File: src/rtl/s2_pkt_receiver.sv
// s2_pkt_receiver
// Deserialises 21-bit address/data packages arriving MSB first on the sen/sd
// link and turns every well-framed package into one RB2 write. Short or
// overlong packages are dropped with a single-cycle frame_err pulse. After
// NUM_PKT good packages the block parks in DONE until reset.
//
// RB2 write strobe: RB2_RW is low for exactly one clock per accepted package.
// RB2_A/RB2_D are valid during that clock and hold afterwards. There is no
// back-pressure, so RB2 must accept a write on any cycle.
//
// state_dbg and pkt_cnt_dbg expose the FSM state and the package counter so
// external checkers can observe them.
module s2_pkt_receiver #(
    parameter int ADDR_W  = 3,
    parameter int DATA_W  = 18,
    parameter int NUM_PKT = 8
) (
    input  logic                         clk,
    input  logic                         rst,
    input  logic                         sen,
    input  logic                         sd,
    output logic                         RB2_RW,
    output logic [ADDR_W-1:0]            RB2_A,
    output logic [DATA_W-1:0]            RB2_D,
    output logic                         frame_err,
    output logic                         done,
    output logic [1:0]                   state_dbg,
    output logic [$clog2(NUM_PKT+1)-1:0] pkt_cnt_dbg
);

    localparam int PKT_LEN   = ADDR_W + DATA_W;
    localparam int BIT_CNT_W = $clog2(PKT_LEN + 1);
    localparam int CNT_W     = $clog2(NUM_PKT + 1);

    localparam logic [BIT_CNT_W-1:0] LEN_VAL  = BIT_CNT_W'(PKT_LEN);
    localparam logic [BIT_CNT_W-1:0] ONE_BIT  = BIT_CNT_W'(1);
    localparam logic [CNT_W-1:0]     LAST_CNT = CNT_W'(NUM_PKT - 1);
    localparam logic [CNT_W-1:0]     ONE_PKT  = CNT_W'(1);

    typedef enum logic [1:0] {
        ST_IDLE  = 2'd0,
        ST_RECV  = 2'd1,
        ST_DRAIN = 2'd2,
        ST_DONE  = 2'd3
    } state_t;

    state_t                 state;
    state_t                 state_next;

    logic [PKT_LEN-1:0]     shreg;
    logic [PKT_LEN-1:0]     shreg_next;
    logic [PKT_LEN-1:0]     shreg_shifted;
    logic [BIT_CNT_W-1:0]   bit_cnt;
    logic [BIT_CNT_W-1:0]   bit_cnt_next;
    logic [CNT_W-1:0]       pkt_cnt;
    logic [CNT_W-1:0]       pkt_cnt_next;
    logic                   wr_en;
    logic                   err_next;
    logic                   last_pkt;

    // Shift register contents if the current sd sample is accepted.
    assign shreg_shifted = {shreg[PKT_LEN-2:0], sd};

    // The write about to be issued is the one that completes the batch.
    assign last_pkt = (pkt_cnt == LAST_CNT);

    assign state_dbg   = state;
    assign pkt_cnt_dbg = pkt_cnt;

    // FSM state register.
    always_ff @(posedge clk) begin
        if (!rst) begin
            state <= ST_IDLE;
        end else begin
            state <= state_next;
        end
    end

    // Next state, framing decisions and datapath next values.
    always_comb begin
        state_next   = state;
        shreg_next   = shreg;
        bit_cnt_next = bit_cnt;
        pkt_cnt_next = pkt_cnt;
        wr_en        = 1'b0;
        err_next     = 1'b0;

        case (state)
            ST_IDLE: begin
                // The first low sen sample already carries the address MSB.
                if (!sen) begin
                    shreg_next   = shreg_shifted;
                    bit_cnt_next = ONE_BIT;
                    state_next   = ST_RECV;
                end
            end

            ST_RECV: begin
                if (!sen) begin
                    if (bit_cnt == LEN_VAL) begin
                        // A 22nd bit means the package is overlong.
                        err_next   = 1'b1;
                        state_next = ST_DRAIN;
                    end else begin
                        shreg_next   = shreg_shifted;
                        bit_cnt_next = bit_cnt + ONE_BIT;
                    end
                end else begin
                    bit_cnt_next = '0;
                    if (bit_cnt == LEN_VAL) begin
                        wr_en        = 1'b1;
                        pkt_cnt_next = pkt_cnt + ONE_PKT;
                        state_next   = last_pkt ? ST_DONE : ST_IDLE;
                    end else begin
                        // Package ended early.
                        err_next   = 1'b1;
                        state_next = ST_IDLE;
                    end
                end
            end

            ST_DRAIN: begin
                // Swallow the tail of an overlong package.
                if (sen) begin
                    bit_cnt_next = '0;
                    state_next   = ST_IDLE;
                end
            end

            ST_DONE: begin
                state_next = ST_DONE;
            end

            default: begin
                state_next = ST_IDLE;
            end
        endcase
    end

    // Datapath registers and registered RB2 / status outputs.
    always_ff @(posedge clk) begin
        if (!rst) begin
            shreg     <= '0;
            bit_cnt   <= '0;
            pkt_cnt   <= '0;
            RB2_RW    <= 1'b1;
            RB2_A     <= '0;
            RB2_D     <= '0;
            frame_err <= 1'b0;
            done      <= 1'b0;
        end else begin
            shreg     <= shreg_next;
            bit_cnt   <= bit_cnt_next;
            pkt_cnt   <= pkt_cnt_next;
            frame_err <= err_next;
            // Strobe is low only on the cycle following a write decision.
            RB2_RW    <= ~wr_en;
            if (wr_en) begin
                RB2_A <= shreg[PKT_LEN-1 -: ADDR_W];
                RB2_D <= shreg[DATA_W-1:0];
            end
            // done rises together with the final write strobe and then sticks.
            done <= done | (wr_en & last_pkt);
        end
    end

endmodule

File: config.mk
export PLATFORM = sky130hd
export DESIGN_NAME = s2_pkt_receiver
export DESIGN_NICKNAME = d
export VERILOG_FILES = /design/src/rtl/s2_pkt_receiver.sv
export SDC_FILE = /design/constraint.sdc
export NUM_CORES = 1
export LEC_CHECK = 0
export ABC_AREA = 0
export CAP_MARGIN = 20
export CORE_UTILIZATION = 62
export DETAILED_ROUTE_END_ITERATION = 10
export DONT_BUFFER_PORTS = 1
export GPL_TIMING_DRIVEN = 0
export PLACE_DENSITY_LB_ADDON = 0.25
export SLEW_MARGIN = 15
export SYNTH_ARGS = -nofsm -noshare
export SYNTH_HDL_FRONTEND = slang
export SYNTH_SLANG_ARGS = --single-unit
File: constraint.sdc
create_clock -name clk -period 2 [get_ports clk]
set_input_delay 0.6 -clock clk [delete_from_list [all_inputs] [get_ports clk]]
set_output_delay 0.6 -clock clk [all_outputs]
set_load 0.05 [all_outputs]
==> results of run 1 <==
[cells in the mapped netlist (all sizes together) (3+ instances only)]
library cell,count
nand2,76
dfxtp,56
o21ai,27
nand3,24
a21boi,22
clkbuf,11
ha,10
buf,9
inv,7
and2,6
nor2b,4
nand4,3
nor2,3
xnor2,3
[state kept, by name, indices dropped and copies added, names as in the netlist]
| name | flops |
|---|---|
| state_dbg | 2 |
| done | 1 |
| RB2_D | 18 |
| bit_cnt | 5 |
| pkt_cnt_dbg | 4 |
| frame_err | 1 |
| RB2_RW | 1 |
| RB2_A | 3 |
| shreg | 21 |
[per-layer routing]
metal  vias to the layer above  share of wire [%]
met3                        13                5.8
met1                       877                 46
met5                         -                  0
met4                         0                2.2
met2                        50                 45
li1                        978                  -
[worst reg2reg max path, stage by stage (launching register included)]
cell       delay, ps
dfxtp_2          360
inv_1             50
ha_1             170
and4b_1          190
clkbuf_4         170
ha_1             210
or2_4            290
nor3b_2          180
o2111ai_1        150
o21ai_0          100
[final timing paths]
path                            slack [ps]                      end               startpoint
worst max register to register          60  bit_cnt[2]$_SDFFE_PN0P_  bit_cnt[1]$_SDFFE_PN0P_
worst max-delay path                    60  bit_cnt[2]$_SDFFE_PN0P_  bit_cnt[1]$_SDFFE_PN0P_
worst min register to register         470   shreg[20]$_SDFFE_PN0P_   shreg[20]$_SDFFE_PN0P_
worst min-delay path                   430    shreg[0]$_SDFFE_PN0P_                       sd
[cell type report]
cell class	instances	share of cell area, %
clock inverter	2	1.47
multi-input combinational	202	44.6
timing repair buffer	1	0.284
tap	48	2.27
buffer	20	4.69
sequential	56	42.9
clock buffer	6	2.75
inverter	7	0.995
[kinds of logic after synthesis]
group / Yosys count / share of synthesized area (%)
buf+inv: 27 / 5.44
compound gates: 61 / 16.7
xor+xnor: 3 / 1.10
flops: 56 / 46.9
simple gates: 128 / 24.6
fa+ha+maj: 10 / 5.23
[power groups by stage]
stage | Combinational [mW] | Clock (mW) | Sequential, mW
global route | 0.258 | 0.795 | 1.18
CTS | 0.222 | 0.749 | 1.17
global placement | 0.216 | 0 | 1.20
floorplan | 0.174 | 0 | 1.19
finish | 0.233 | 0.743 | 1.17
detailed placement | 0.218 | 0 | 1.20
[per-stage QoR]
stage | hold slack, ps | util (%)
2_1_floorplan | 429 | -
3_3_place_gp | 440 | 66.5
3_5_place_dp | 449 | 66.5
4_1_cts | 431 | 69.9
6_report | 431 | 71.6
5_1_grt | 416 | 71.6
[repair_timing]
item | in CTS | in global routing
hold endpoints to repair | 0 | 0
setup endpoints to repair | 46 | 28
resized for setup | 7 | 24
setup buffers | 0 | 1
==> impl_results.md, run 1 <==
- Status: finished clean
- Final wirelength: 4710 um
- Max transition margin: 58.9%
- TritonCTS Sinks: 56
- Largest net degree at the start of global routing: 18
- Worst Hold Depth: 2
- Ys async rst share: 0%
- Synth area leader: dfxtp_1
- CP max stage delay: 360 ps
- Mapped Area: between 0.002 and 0.0025 mm2
- Fin crit share: a little over nine tenths
- Share of cells above drive strength 1: between 10% and 20%
- Initial antenna violation count: 0
- Non-Filler Instances: 342
- Sequential-to-total area share from yosys stat: 46.9%
- CP arrival: 2180 ps
- Most frequent cells in the layout: nand2_1, dfxtp_1, nand3_1, a21boi_0, o21ai_0
- Net Count, Synth: 299
- Via count: 1,918
- Placer Congestion: 0.835
- Hold WC Path Type: input port to flip-flop
- P&R area growth vs syn: 10.5%
- GRT Max-Usage Layer: met2
- Fin. max-slew vios: 0
- Nets: 307
- Top cell type's share of synthesized area: 46.9%
- Net load switching power: 0.549 mW
- Most used cell, CP: ha_1
- CTS Buffer Depth: 2
- Met3 Usage GRT: 7.50%
- Starting Density: 64.8%
- Syn Inst Count: 285
- Endpoints failing setup: 0
- Drc violations: 0
- Int Pwr: 1.60 mW
- Most common cell after layout, fill and taps aside: nand2_1
- Die width: between 60 and 70 um
- Sw frac: between 20% and 30%
- Global route total overflow: 0
- Leakage: slightly above 0.9 nW
- Total core area: 0.00369 mm2
- Later-pin clock latency in the skew report: 310 ps
- Multi-input gate area: 0.00118 mm2
- Fin worst setup slack: about 56 ps
- Power share of the clock group: 34.5%
- Post-DP Area: around 0.0025 mm2
- Comb power frac: 10.8%
- Storage cell area: 0.00113 mm2
- Vias in the first global route: about 1,700
- I/O Pins: 34
- Number of hold-repair buffers added at the cts stage: 0
- CP max stage cell: dfxtp_2
- Worst Setup End Kind: flip-flop
- Port-buffer cells: 0
- Die Span Y: between 60 and 70 um
- Iter 0 DRT Violations: 123
- Root Buffer: clkbuf_8
- Fin Setup TNS: 0 ps
- Crit path max-delay family: simple AND/OR/NAND/NOR gates
- Wire length of the first global-routing pass: a little under 8000 um
- Placed cells: around 330
- Period minus WS final: 1940 ps
- Reg2Reg Depth: 9
- Antenna diode count: 0
- Htree depth: 2
- Pre-antenna DRT Iters: 4
- Full die area: 0.00411 mm2
- Max cap viols: 0
- Met1 Track Usage GR: between 30% and 40%
- Reg power frac: about 55%
- Critical path startpoint category: flip-flop
- WP depth: 9
- Place WS: -181 ps
- Yosys Warn Count: 0
- Worst setup path class: flip-flop to flip-flop
- CTS buffer count: 5
- CP Cell Sequence: inv_1 -> ha_1 -> and4b_1 -> clkbuf_4 -> ha_1 -> or2_4 -> nor3b_2 -> o2111ai_1 -> o21ai_0
- Post-route ant nets: 0
- FILL cells: 290
- Post-synth EDFFs: 0
- WP data required: between 2000 and 2500 ps
- Via/cell ratio: 5.61
- Row Count: 22
- Syn Area/Cell: 8.39 um2
- Overall Power: between 2 and 2.5 mW
- Worst-margin pin slew: 615 ps
- CTS tree: built
- Netlist cell types: 34
- Power Dens Cells: slightly above 800 mW/mm2
- Primary FF master, synth: dfxtp_1
- Post-synthesis register bit count: 56
- Final instance area: 0.00264 mm2
- Final Hold Fails: 0
- Global routing met2 resource utilization: 38.4%
- DP HPWL: 3130 um
- Largest cells by area after synthesis: dfxtp_1, nand2_1, a21boi_0
- Max VDD drop: 0.590 mV
- Highest clock rate: a little over 500 MHz
- All-Layer GR Usage: 24.0%
- Reg clk slew, reported paths: 100 ps
- Post-Route Skew: 6.63 ps
- Routed WL per cell: roughly 14 um
- CP Max Fanout: 6
- CP Buf/Inv Count: 2
No activity file was read; power rests on OpenSTA's default activity.
==> run 2, diff against run 1 <==
--- a/config.mk
+++ b/config.mk
@@ -12,6 +12,7 @@
 export DONT_BUFFER_PORTS = 1
 export GPL_TIMING_DRIVEN = 0
 export PLACE_DENSITY_LB_ADDON = 0.25
+export REMOVE_ABC_BUFFERS = 1
 export SLEW_MARGIN = 15
 export SYNTH_ARGS = -nofsm -noshare
 export SYNTH_HDL_FRONTEND = slang
==> impl_results.md, run 2 (same netlist as run 1, synthesis figures left out) <==
- Status: finished clean
- I/O Pins: 34
- CTS tree: built
- All-Layer GR Usage: 22.4%
- DP HPWL: 2540 um
- Max VDD drop: 0.489 mV
- CP arrival: about 2100 ps
- Port-buffer cells: 0
- Max transition margin: 59.5%
- Worst Setup End Kind: flip-flop
- Via/cell ratio: 5.58
- Total core area: about 0.0037 mm2
- WP data required: 2230 ps
- Placer Congestion: 0.810
- CP max stage cell: dfxtp_4
- Leakage: 0.866 nW
- Max reg flops: 21
- Most common cell after layout, fill and taps aside: nand2_1
- Final wirelength: 4380 um
- FILL cells: 310
- Htree depth: 2
- RSZ-0062 raised after global routing: false
- Reg clk slew, reported paths: 100 ps
- Final Hold Fails: 0
- Later-pin clock latency in the skew report: 300 ps
- Worst setup path class: flip-flop to flip-flop
- Reg with most FFs: shreg
- Pre-antenna DRT Iters: 4
- CP Max Fanout: 5
- Drc violations: 0
- Antenna diode count: 0
- Highest clock rate: 532 MHz
- Fin crit share: between 90% and 100%
- Via count: 1,819
- Most frequent cells in the layout: nand2_1, dfxtp_1, nand3_1, a21boi_0, o21ai_0
- TritonCTS Sinks: 56
- Die Span Y: 64.1 um
- Row Count: 22
- CP Cell Sequence: inv_1 -> ha_2 -> and3b_1 -> or3_1 -> and2_2 -> o21ai_0
- Global route total overflow: 0
- Regs by FF count: shreg x21, RB2_D x18, bit_cnt x5
- Post-Route Skew: 5.87 ps
- Starting Density: 64.8%
- Wire length of the first global-routing pass: 7150 um
- Full die area: 0.00411 mm2
- P&R area growth vs syn: 6.44%
- Critical path startpoint category: flip-flop
- Die width: 64.1 um
- Overall Power: roughly 2.1 mW
- Nets: 291
- Share of cells above drive strength 1: 10.1%
- Fin. max-slew vios: 0
- Worst-margin pin slew: 606 ps
- CTS buffer count: 5
- Hold WC Path Type: input port to flip-flop
- Initial antenna violation count: 0
- Power Dens Cells: 824 mW/mm2
- CTS Buffer Depth: 2
- Period minus WS final: 1880 ps
- Iter 0 DRT Violations: around 120
- Vias in the first global route: 1,578
- Max cap viols: 0
- Core Util, Final: approximately 70%
- Root Buffer: clkbuf_8
- Post-route ant nets: 0
- CP max stage delay: 420 ps
- Routed WL per cell: 13.4 um
- Endpoints failing setup: 0
- Largest net degree at the start of global routing: 82
[run 2: final timing paths]
check	start	to	slack, ps	cells after the start
max	state_dbg[1]$_SDFFE_PN0P_	bit_cnt[0]$_SDFFE_PN0P_	120	6
max reg2reg	state_dbg[1]$_SDFFE_PN0P_	bit_cnt[0]$_SDFFE_PN0P_	120	6
min	rst	RB2_RW$_SDFF_PN1_	380	1
min reg2reg	shreg[19]$_SDFFE_PN0P_	shreg[19]$_SDFFE_PN0P_	470	2
[run 2: worst max-delay path: cells and delay by family, from the launching register on]
kind                     cells  cell delay (ps)
AND/OR/NAND/NOR              3              770
flip-flops                   1              420
adder cells (fa/ha/maj)      1              260
buffers and inverters        1              190
AO/OA/AOI/OAI                1              160
[run 2: routing by layer]
metal  GRT usage [%]  wire, um
met5               0         0
met4            9.44        62
met3            5.89       208
met2            36.4      2050
met1            28.1      2060
[run 2: metrics by stage]
step / instance area (um2) / hold WS, ps / setup WS [ps] / TNS, ps / instances
after floorplan: 2290 / 429 / -476 / -11290 / 265
after detailed placement: 2360 / 449 / -768 / -23860 / 314
final: 2540 / 381 / 120 / 0 / 326
after CTS: 2500 / 366 / 6.11 / 0 / 324
after global placement: 2350 / 441 / -841 / -30740 / 313
after global routing: 2540 / 372 / 7.60 / 0 / 326
[run 2: where the power goes]
part | leakage, nW | internal [mW] | total, mW | switching [mW]
logic | 0.358 | 0.0759 | 0.189 | 0.113
registers | 0.454 | 1.13 | 1.17 | 0.0413
clock network | 0.0541 | 0.371 | 0.733 | 0.362
total | 0.866 | 1.58 | 2.10 | 0.516
[run 2: timing repair]
item | CTS | global route
hold buffers | 0 | 0
cloned | 1 | 0
resized for setup | 9 | 8
buffers inserted | 1 | 2
endpoints found under the setup margin | 55 | 17
[run 2: layout make-up]
class	count	area, um2	share of cell area [%]
multi-input combinational	203	1180	46.5
sequential	56	1130	44.4
clock buffer	5	68.8	2.70
tap	48	60.1	2.36
clock inverter	3	42.5	1.67
timing repair buffer	4	33.8	1.33
inverter	7	26.3	1.03
==> run 3, diff against run 2 <==
--- a/config.mk
+++ b/config.mk
@@ -7,7 +7,7 @@
 export LEC_CHECK = 0
 export ABC_AREA = 0
 export CAP_MARGIN = 20
-export CORE_UTILIZATION = 62
+export CORE_UTILIZATION = 66
 export DETAILED_ROUTE_END_ITERATION = 10
 export DONT_BUFFER_PORTS = 1
 export GPL_TIMING_DRIVEN = 0
==> constraint.sdc (replaced) <==
create_clock -name clk -period 2.3 [get_ports clk]
set_input_delay 0.69 -clock clk [delete_from_list [all_inputs] [get_ports clk]]
set_output_delay 0.69 -clock clk [all_outputs]
set_load 0.05 [all_outputs]
==> impl_results.md, run 3 (same netlist as run 1, synthesis figures left out) <==
- FILL cells: 293
- Final wirelength: 4150 um
- Via/cell ratio: approximately 5.5
- Drc violations: 0
- Final Hold Fails: 0
- P&R area growth vs syn: 2.25%
- CP max stage delay: roughly 440 ps
- Status: finished clean
- All-Layer GR Usage: 23.6%
- Fin crit share: roughly 90%
- CP arrival: 2430 ps
- Max transition margin: 59.3%
- FF-to-FF setup slack: between 150 and 200 ps
- Non-Filler Instances: around 320
- Global route total overflow: 0
- Overall Power: 1.63 mW
- RSZ-0062 raised after global routing: false
- Comb power frac: 9.6%
- Pre-antenna DRT Iters: 4
- Final instance area: 0.00244 mm2
- CTS tree: built
- Root Buffer: clkbuf_4
- WP data required: 2600 ps
- Worst setup path class: flip-flop to flip-flop
- Full die area: 0.00387 mm2
- Number of hold-repair buffers added at the cts stage: 0
- CP Cell Sequence: ha_1 -> and4b_1 -> ha_1 -> and2_4 -> nand4_1 -> xnor2_1 -> and2_1
- Row Count: 21
- CTS buffer count: 5
- Die width: 62.2 um
- Htree depth: 2
- Reg power frac: 62.5%
- Worst Setup End Kind: flip-flop
- Port-buffer cells: 0
- Post-Route Skew: between 20 and 25 ps
- Period minus WS final: 2130 ps
- Max cap viols: 0
- Max reg flops: 21
- CTS Buffer Depth: 2
- Die Span Y: roughly 62 um
- Most frequent cells in the layout: nand2_1, dfxtp_1, nand3_1, a21boi_0, o21ai_0
- Total core area: ~0.0034 mm2
- Share of cells above drive strength 1: 6.18%
- Power Dens Cells: 668 mW/mm2
- Nets: 288
- Most used cell, CP: ha_1
- Int Pwr: 1.17 mW
- Highest clock rate: 469 MHz
- Reg clk slew, reported paths: 160 ps
- Sw frac: 28.1%
- Largest net degree at the start of global routing: just over 80
- Regs by FF count: shreg x21, RB2_D x18, bit_cnt x5
- Post-route ant nets: 0
- I/O Pins: 34
- Critical path startpoint category: flip-flop
- Fin. max-slew vios: 0
- Placer Congestion: a little over 0.8
- CP Max Fanout: 25
- TritonCTS Sinks: 56
- Fin Setup TNS: 0 ps
- Most common cell after layout, fill and taps aside: nand2_1
- Leakage: 0.827 nW
- Post-CTS Setup Repair Bufs: 0
- Routed WL per cell: 12.9 um
- Later-pin clock latency in the skew report: ~400 ps
- Max VDD drop: 0.539 mV
- Vias in the first global route: 1,686
- Post-DP Area: 0.00237 mm2
- Placed cells: 313
- Reg with most FFs: shreg
- Post-CTS Resized: 6
- Endpoints failing setup: 0
- Antenna diode count: 0
- Hold WC Path Type: input port to flip-flop
- Starting Density: 70.0%
- Core Util, Final: between 70 and 80%
- Initial antenna violation count: 0
- Worst-margin pin slew: 610 ps
- Via count: 1,776
- Iter 0 DRT Violations: 63
- DP HPWL: ~2700 um
- Power share of the clock group: approximately 28%
- Wire length of the first global-routing pass: 7340 um
- CP max stage cell: dfxtp_1
- Net load switching power: 0.458 mW
==> run 3: changes by cell type in the layout (fill, tap and decap cells not counted), sizes merged <==
cell / change
bufinv: -1
clkinv: -1
inv: +1
clkinvlp: +1
buf: -2
and2: -1
==> run 3: final cells by class <==
| type | instances | area, um2 | share of cell area (%) |
|---|---|---|---|
| Timing Repair Buffer | 2 | 26.3 | 1.07 |
| Tap cell | 46 | 57.6 | 2.35 |
| Clock buffer | 5 | 37.5 | 1.54 |
| Clock inverter | 3 | 26.3 | 1.07 |
| Sequential cell | 56 | 1120 | 46.0 |
| Inverter | 7 | 26.3 | 1.07 |
| Multi-Input combinational cell | 202 | 1150 | 46.9 |
==> run 3: path summary, 6_finish.rpt <==
kind	startpoint	endpoint	cells past startpoint
setup reg to reg	bit_cnt[0]$_SDFFE_PN0P_	pkt_cnt_dbg[3]$_SDFFE_PN0N_	7
hold reg to reg	shreg[20]$_SDFFE_PN0P_	shreg[20]$_SDFFE_PN0P_	2
hold / removal	rst	RB2_RW$_SDFF_PN1_	1
setup / recovery	bit_cnt[0]$_SDFFE_PN0P_	pkt_cnt_dbg[3]$_SDFFE_PN0N_	7
==> run 3: metrics by stage <==
step | setup slack, ps | hold WS, ps
after floorplan | -176 | 429
after global placement | -573 | 440
final | 170 | 378
after global routing | 32.9 | 331
after CTS | 145 | 333
after detailed placement | -490 | 446
==> run 3: metal layers <==
metal | track usage (%) | up-vias | wire length [um]
met4 | 7.85 | 0 | 53
li1 | - | 936 | -
met3 | 6.62 | 7 | 161
met2 | 40.4 | 29 | 1980
met5 | 0 | - | 0
met1 | 28.6 | 804 | 1950
==> run 3: power by group through the flow <==
stage	logic [mW]	clock network [mW]	registers, mW
finish	0.156	0.456	1.02
global route	0.174	0.495	1.02
CTS	0.156	0.463	1.02
detailed placement	0.153	0	1.04
global placement	0.133	0	1.04
floorplan	0.111	0	1.04
==> run 3: worst max-delay path, delay by kind of cell, from the launching register on <==
kind / cells / cell delay, ps
adders and majority gates: 2 / 420
and+or+nand+nor: 4 / 1030
DFF: 1 / 440
xor gates and xnor gates: 1 / 170
